**config.mk**
```make
export PLATFORM = sky130hd
export DESIGN_NAME = direction_controller_flat
export DESIGN_NICKNAME = d
export VERILOG_FILES = /design/src/rtl/direction_controller_if.sv /design/src/rtl/direction_controller.sv /design/src/flat_wrapper.sv
export SDC_FILE = /design/constraint.sdc
export NUM_CORES = 1
export LEC_CHECK = 0
export ABC_AREA = 1
export BUFFER_PORTS_ARGS = -buffer_cell sky130_fd_sc_hd__buf_2
export CAP_MARGIN = 10
export CORE_ASPECT_RATIO = 0.7
export CORE_MARGIN = 4
export CORE_UTILIZATION = 35
export CTS_BUF_LIST = sky130_fd_sc_hd__clkbuf_16
export CTS_CLUSTER_DIAMETER = 150
export DETAILED_ROUTE_END_ITERATION = 8
export PLACE_DENSITY = 0.62
export REMOVE_ABC_BUFFERS = 1
export SYNTH_ARGS = -nofsm -noshare
export SYNTH_HDL_FRONTEND = slang
export SYNTH_SLANG_ARGS = --single-unit
```
**constraint.sdc**
```tcl
create_clock -name clk -period 1.5 [get_ports clk]
set_input_delay 0.3 -clock clk [delete_from_list [all_inputs] [get_ports clk]]
set_output_delay 0.3 -clock clk [all_outputs]
set_load 0.05 [all_outputs]
```
**src/rtl/direction_controller_if.sv**
```systemverilog
// Bundle of the direction controller's pushbutton, tick and heading signals.
// master: whatever drives the buttons and game tick (board wrapper / bench).
// slave : the direction controller itself.
// Handshake: step_tick is a single-cycle strobe, sampled on the rising clock
// edge, with no ready/back-pressure; every output is registered, so a
// consumer may sample it at any time after the edge that updated it.
interface direction_controller_if;
  logic       up_pb;
  logic       down_pb;
  logic       right_pb;
  logic       left_pb;
  logic       step_tick;
  logic       out_up;
  logic       out_down;
  logic       out_right;
  logic       out_left;
  logic [1:0] dir_code;
  logic       dir_changed;
  logic       pending_valid;
  logic [1:0] pend_dir;      // observability of the pending request

  modport master (
    output up_pb, down_pb, right_pb, left_pb, step_tick,
    input  out_up, out_down, out_right, out_left, dir_code,
           dir_changed, pending_valid, pend_dir
  );

  modport slave (
    input  up_pb, down_pb, right_pb, left_pb, step_tick,
    output out_up, out_down, out_right, out_left, dir_code,
           dir_changed, pending_valid, pend_dir
  );
endinterface

```
**src/rtl/direction_controller.sv**
```systemverilog
// direction_controller: synchronises and debounces four direction buttons,
// picks one press per cycle by fixed priority (up > down > right > left),
// holds a single pending request and commits it on the game step tick.
// Heading encoding: 0 up, 1 down, 2 right, 3 left.
// Optional feature macro: REVERSE_BLOCK_EN -- when defined, a pending request
// that is the 180-degree reverse of the current heading is discarded at commit.
module direction_controller #(
  parameter int         DEBOUNCE_CYCLES = 4,
  parameter logic [1:0] INIT_DIR        = 2'd2
) (
  input  logic                   clk,
  input  logic                   rst_n,
  direction_controller_if.slave  bus
);

  localparam int            CW       = $clog2(DEBOUNCE_CYCLES + 1);
  localparam logic [CW-1:0] CNT_LAST = CW'(DEBOUNCE_CYCLES - 1);
  localparam logic [3:0]    INIT_OH  = 4'b0001 << INIT_DIR;

  // Button vector indexed by heading code.
  logic [3:0] raw_pb;
  assign raw_pb = {bus.left_pb, bus.right_pb, bus.down_pb, bus.up_pb};

  logic [3:0]    sync1_q, sync2_q;
  logic [3:0]    deb_q, deb_prev_q;
  logic [3:0]    event_q;
  logic [CW-1:0] cnt_q [4];

  // Two-flop synchroniser on every raw button.
  always_ff @(posedge clk or negedge rst_n) begin
    if (!rst_n) begin
      sync1_q <= '0;
      sync2_q <= '0;
    end else begin
      sync1_q <= raw_pb;
      sync2_q <= sync1_q;
    end
  end

  // Debounce: count consecutive disagreeing samples; the final one flips the
  // debounced state. Any agreeing sample restarts the count.
  always_ff @(posedge clk or negedge rst_n) begin
    if (!rst_n) begin
      deb_q <= '0;
      for (int i = 0; i < 4; i++) cnt_q[i] <= '0;
    end else begin
      for (int i = 0; i < 4; i++) begin
        if (sync2_q[i] == deb_q[i]) begin
          cnt_q[i] <= '0;
        end else if (cnt_q[i] == CNT_LAST) begin
          deb_q[i] <= sync2_q[i];
          cnt_q[i] <= '0;
        end else begin
          cnt_q[i] <= cnt_q[i] + 1'b1;
        end
      end
    end
  end

  // Registered one-cycle press events on debounced rising edges only.
  always_ff @(posedge clk or negedge rst_n) begin
    if (!rst_n) begin
      deb_prev_q <= '0;
      event_q    <= '0;
    end else begin
      deb_prev_q <= deb_q;
      event_q    <= deb_q & ~deb_prev_q;
    end
  end

  // Fixed-priority pick among this cycle's press events.
  logic       win_valid;
  logic [1:0] win_dir;
  always_comb begin
    win_valid = |event_q;
    win_dir   = 2'd3;
    if      (event_q[0]) win_dir = 2'd0;
    else if (event_q[1]) win_dir = 2'd1;
    else if (event_q[2]) win_dir = 2'd2;
  end

  logic [1:0] dir_q, dir_d;
  logic [3:0] oh_q;
  logic       changed_q, changed_d;
  logic       pv_q, pv_d;
  logic [1:0] pend_q, pend_d;
  logic       reverse_req;
  logic       accept;

  // A reverse request flips only the low bit of the code (up/down, right/left).
  assign reverse_req = (pend_q == (dir_q ^ 2'b01));

  // Commit decision and pending-register update. The tick consumes the old
  // pending value; a press in the same cycle then refills it.
  always_comb begin
`ifdef REVERSE_BLOCK_EN
    accept = bus.step_tick && pv_q && (pend_q != dir_q) && !reverse_req;
`else
    accept = bus.step_tick && pv_q && (pend_q != dir_q);
`endif
    dir_d     = accept ? pend_q : dir_q;
    changed_d = accept;
    pend_d    = win_valid ? win_dir : pend_q;
    pv_d      = pv_q;
    if (bus.step_tick) pv_d = 1'b0;
    if (win_valid)     pv_d = 1'b1;
  end

  // Heading, one-hot outputs, change pulse and pending request registers.
  always_ff @(posedge clk or negedge rst_n) begin
    if (!rst_n) begin
      dir_q     <= INIT_DIR;
      oh_q      <= INIT_OH;
      changed_q <= 1'b0;
      pv_q      <= 1'b0;
      pend_q    <= '0;
    end else begin
      dir_q     <= dir_d;
      oh_q      <= 4'b0001 << dir_d;
      changed_q <= changed_d;
      pv_q      <= pv_d;
      pend_q    <= pend_d;
    end
  end

  assign bus.out_up        = oh_q[0];
  assign bus.out_down      = oh_q[1];
  assign bus.out_right     = oh_q[2];
  assign bus.out_left      = oh_q[3];
  assign bus.dir_code      = dir_q;
  assign bus.dir_changed   = changed_q;
  assign bus.pending_valid = pv_q;
  assign bus.pend_dir      = pend_q;

  // The reverse comparison is only consulted when the blocking feature is on.
  logic unused_ok;
  assign unused_ok = reverse_req;

endmodule

```
**src/flat_wrapper.sv**
```systemverilog
// flat-port wrapper written by rule: the top's interface ports become plain ports
module direction_controller_flat 
#(
  parameter int         DEBOUNCE_CYCLES = 4,
  parameter logic [1:0] INIT_DIR        = 2'd2
)
  (clk, rst_n, bus_up_pb, bus_down_pb, bus_right_pb, bus_left_pb, bus_step_tick, bus_out_up, bus_out_down, bus_out_right, bus_out_left, bus_dir_code, bus_dir_changed, bus_pending_valid, bus_pend_dir);
  direction_controller_if bus_i ();
  input  logic clk;
  input  logic rst_n;
  input wire logic [$bits(bus_i.up_pb)-1:0] bus_up_pb;
  input wire logic [$bits(bus_i.down_pb)-1:0] bus_down_pb;
  input wire logic [$bits(bus_i.right_pb)-1:0] bus_right_pb;
  input wire logic [$bits(bus_i.left_pb)-1:0] bus_left_pb;
  input wire logic [$bits(bus_i.step_tick)-1:0] bus_step_tick;
  output wire logic [$bits(bus_i.out_up)-1:0] bus_out_up;
  output wire logic [$bits(bus_i.out_down)-1:0] bus_out_down;
  output wire logic [$bits(bus_i.out_right)-1:0] bus_out_right;
  output wire logic [$bits(bus_i.out_left)-1:0] bus_out_left;
  output wire logic [$bits(bus_i.dir_code)-1:0] bus_dir_code;
  output wire logic [$bits(bus_i.dir_changed)-1:0] bus_dir_changed;
  output wire logic [$bits(bus_i.pending_valid)-1:0] bus_pending_valid;
  output wire logic [$bits(bus_i.pend_dir)-1:0] bus_pend_dir;
  assign bus_i.up_pb = bus_up_pb;
  assign bus_i.down_pb = bus_down_pb;
  assign bus_i.right_pb = bus_right_pb;
  assign bus_i.left_pb = bus_left_pb;
  assign bus_i.step_tick = bus_step_tick;
  assign bus_out_up = bus_i.out_up;
  assign bus_out_down = bus_i.out_down;
  assign bus_out_right = bus_i.out_right;
  assign bus_out_left = bus_i.out_left;
  assign bus_dir_code = bus_i.dir_code;
  assign bus_dir_changed = bus_i.dir_changed;
  assign bus_pending_valid = bus_i.pending_valid;
  assign bus_pend_dir = bus_i.pend_dir;
  direction_controller #(.DEBOUNCE_CYCLES(DEBOUNCE_CYCLES), .INIT_DIR(INIT_DIR)) u_core (.clk(clk), .rst_n(rst_n), .bus(bus_i));
endmodule
```
==> impl_results.md <==
* Mapped Cells at 141
* Dpl hpwl at 1620 um
* Power per cell area at 2210 mW/mm^2
* Hold violation count in the final report at 0
* Maximum vdd drop at 1210 uV
* GRT Total Usage at 0.0957
* H-tree depth at 2
* Clock Latency Late Sink at 280 ps
* Finish-stage setup viols at 0
* Vias at 923
* Post-CTS sizing at 0
* Crit Path Max Fanout at 4
* Worst EP required at 1200 ps
* Hold Path Class: primary input to register
* Worst-path cell chain: buf_2
* Antenna violations before repair at 0
* Slew Viols, Final at 0
* Least-Margin Pin Slew at 260 ps
* Setup crit start kind: register
* Die height at 63.4 um
* Most frequent cells in the layout: dfrtp_1 (40), nand2_1 (26), inv_1 (25)
* Most common cell after layout, fill and taps aside: dfrtp_1
* Total CTS buffers at 5
* CTS tree: built
* Layout Utilization at 0.454
* Setup TNS at 0 ps
* Clk slew on worst S/H paths at 50 ps
* Critical path type: register to output pin
* Avg Synthesized Cell Area at 10.9 um^2
* Flops & latches, synth at 42
* RSZ-0062 raised after global routing: no
* Crit path max-delay cell type: dfstp_2
* CP max stage delay at 540 ps
* Routability cong. at 0.746
* Share of layout cells above drive strength 1 at 0.186
* Leak pwr at 0.965 nW
* Crit path time final at 1380 ps
* Fin nets at 177
* Die span in x at 87.1 um
* Remaining antenna violation count at 0
* DR iter-0 viols at 20
* Top cell type's share of synthesized area at 0.653
* Synth top area cells: dfrtp_1 (65%), nand2_1 (6.4%), inv_1 (5.9%)
* Status: finished, final reports clean
* CP Buf/Inv Count at 1
* Final setup skew at 3.11 ps
* Max Cap Viol at 0
* Boundary Pins at 17
* Drt drc at 0
* Post-CTS Setup Inserts at 0
* CP top delay family: flip-flops
* Synth unique cells at 17
* Clk root buf: clkbuf_16
* Max-slew headroom at 0.825
* Mapped Area at 0.00153 mm^2
* Register area share after synthesis at 0.687
* IO Port Bufs at 16
* Fmax at 0.724 GHz
* Worst Setup End Kind: output pin
* CTS Buffer Depth at 2
* Wire per inst at 10.2 um
* Largest net degree at the start of global routing at 43
* CTS sink cnt at 42
* Remaining Overflow, GRT at 0
* Global-route wire length before repair at 3970 um
* Core area at 0.00407 mm^2
* Tcrit/Tclk final at 0.921
* Vias in the first global route at 960
* Die area at 0.00552 mm^2
* Effective utilization at floorplan at 0.377
* Detailed Routing Iterations Pass 1 at 4
* Ys Warns at 0
* Final wirelength at 2230 um
* # diodes at 0
* WP data arrival at 1080 ps
* # rows at 19
* Synth-to-Final Area Change at 20.4%
* Yosys top cell by area: dfrtp_1
* Vias per cell at 4.21
through the flow:
step	cells	instance area [um^2]	setup slack, ps	hold slack [ps]	total power, mW
finish	219	1850	119	127	4.08
CTS	219	1850	106	120	4.16
detailed placement	210	1700	406	288	3.14
floorplan	141	1530	339	4.41	2.80
global route	219	1850	92.5	113	4.39
global placement	210	1700	416	285	3.06
final timing paths:
path                                        startpoint           endpoint  slack (ps)  depth (start not counted)
worst max-delay path            u_core.bus.dir_code[1]    bus_dir_code[1]         120                          1
worst min-delay path                      bus_right_pb  u_core.sync1_q[2]         130                          1
worst max register to register         u_core.cnt_q[9]    u_core.cnt_q[9]         490                          5
worst min register to register       u_core.sync1_q[3]  u_core.sync2_q[3]         350                          0
max in group asynchronous                        rst_n     u_core.oh_q[2]         720                          3
min in group asynchronous                        rst_n     u_core.oh_q[3]         520                          3
layout make-up:
class / count / area (um^2)
tap: 52 / 65.1
inverter: 24 / 90.1
clock inverter: 3 / 12.5
sequential: 42 / 1050
clock buffer: 5 / 125
multi-input combinational: 75 / 390
fill: 374 / 2220
timing repair buffer: 18 / 110
sequential cells by signal, indices dropped and copies added, names as in the netlist:
name / cells
u_core.bus.dir_changed: 1
u_core.bus.dir_code: 2
u_core.cnt_q: 12
u_core.event_q: 4
u_core.sync2_q: 4
u_core.deb_q: 4
u_core.oh_q: 4
u_core.sync1_q: 4
u_core.bus.pend_dir: 2
u_core.deb_prev_q: 4
u_core.bus.pending_valid: 1
synth_stat cells:
library cell / n
o21ai_2: 2
o211ai_1: 1
dfrtp_1: 40
or2_4: 2
a21boi_0: 1
dfstp_2: 2
or2_1: 2
xnor2_1: 4
nand3_1: 1
o21ai_1: 6
nand2_4: 1
nand2_1: 26
nand2_2: 1
nor2_1: 22
inv_1: 24
ha_1: 4
a21oi_1: 2
power breakdown:
group | internal, mW | switching (mW) | leakage, nW
clock | 0.600 | 0.384 | 0.0724
sequential | 1.52 | 0.210 | 0.522
combinational | 0.409 | 0.958 | 0.370
logic make-up (layout without fill, tap and decap cells):
kind of cell | Yosys count | count (layout) | synth area share
adders and majority gates | 4 | 4 | 0.0326
xor gates and xnor gates | 4 | 4 | 0.0228
buffers and inverters | 24 | 50 | 0.0587
DFF | 42 | 42 | 0.687
AOI/OAI and AO/OA | 12 | 12 | 0.0473
and+or+nand+nor | 55 | 55 | 0.152
metal layers:
| metal | GRT usage | routed length, um |
|---|---|---|
| met1 | 0.104 | 963 |
| met2 | 0.154 | 1030 |
| met3 | 0.0560 | 204 |
| met4 | 0.0345 | 34 |
| met5 | 0 | 0 |
timing repair:
action | CTS | global route
endpoints found under the setup margin | 0 | 0
hold endpoints to repair | 40 | 0
hold buffers | 1 | 0
No activity file was read; power rests on OpenSTA's default activity.
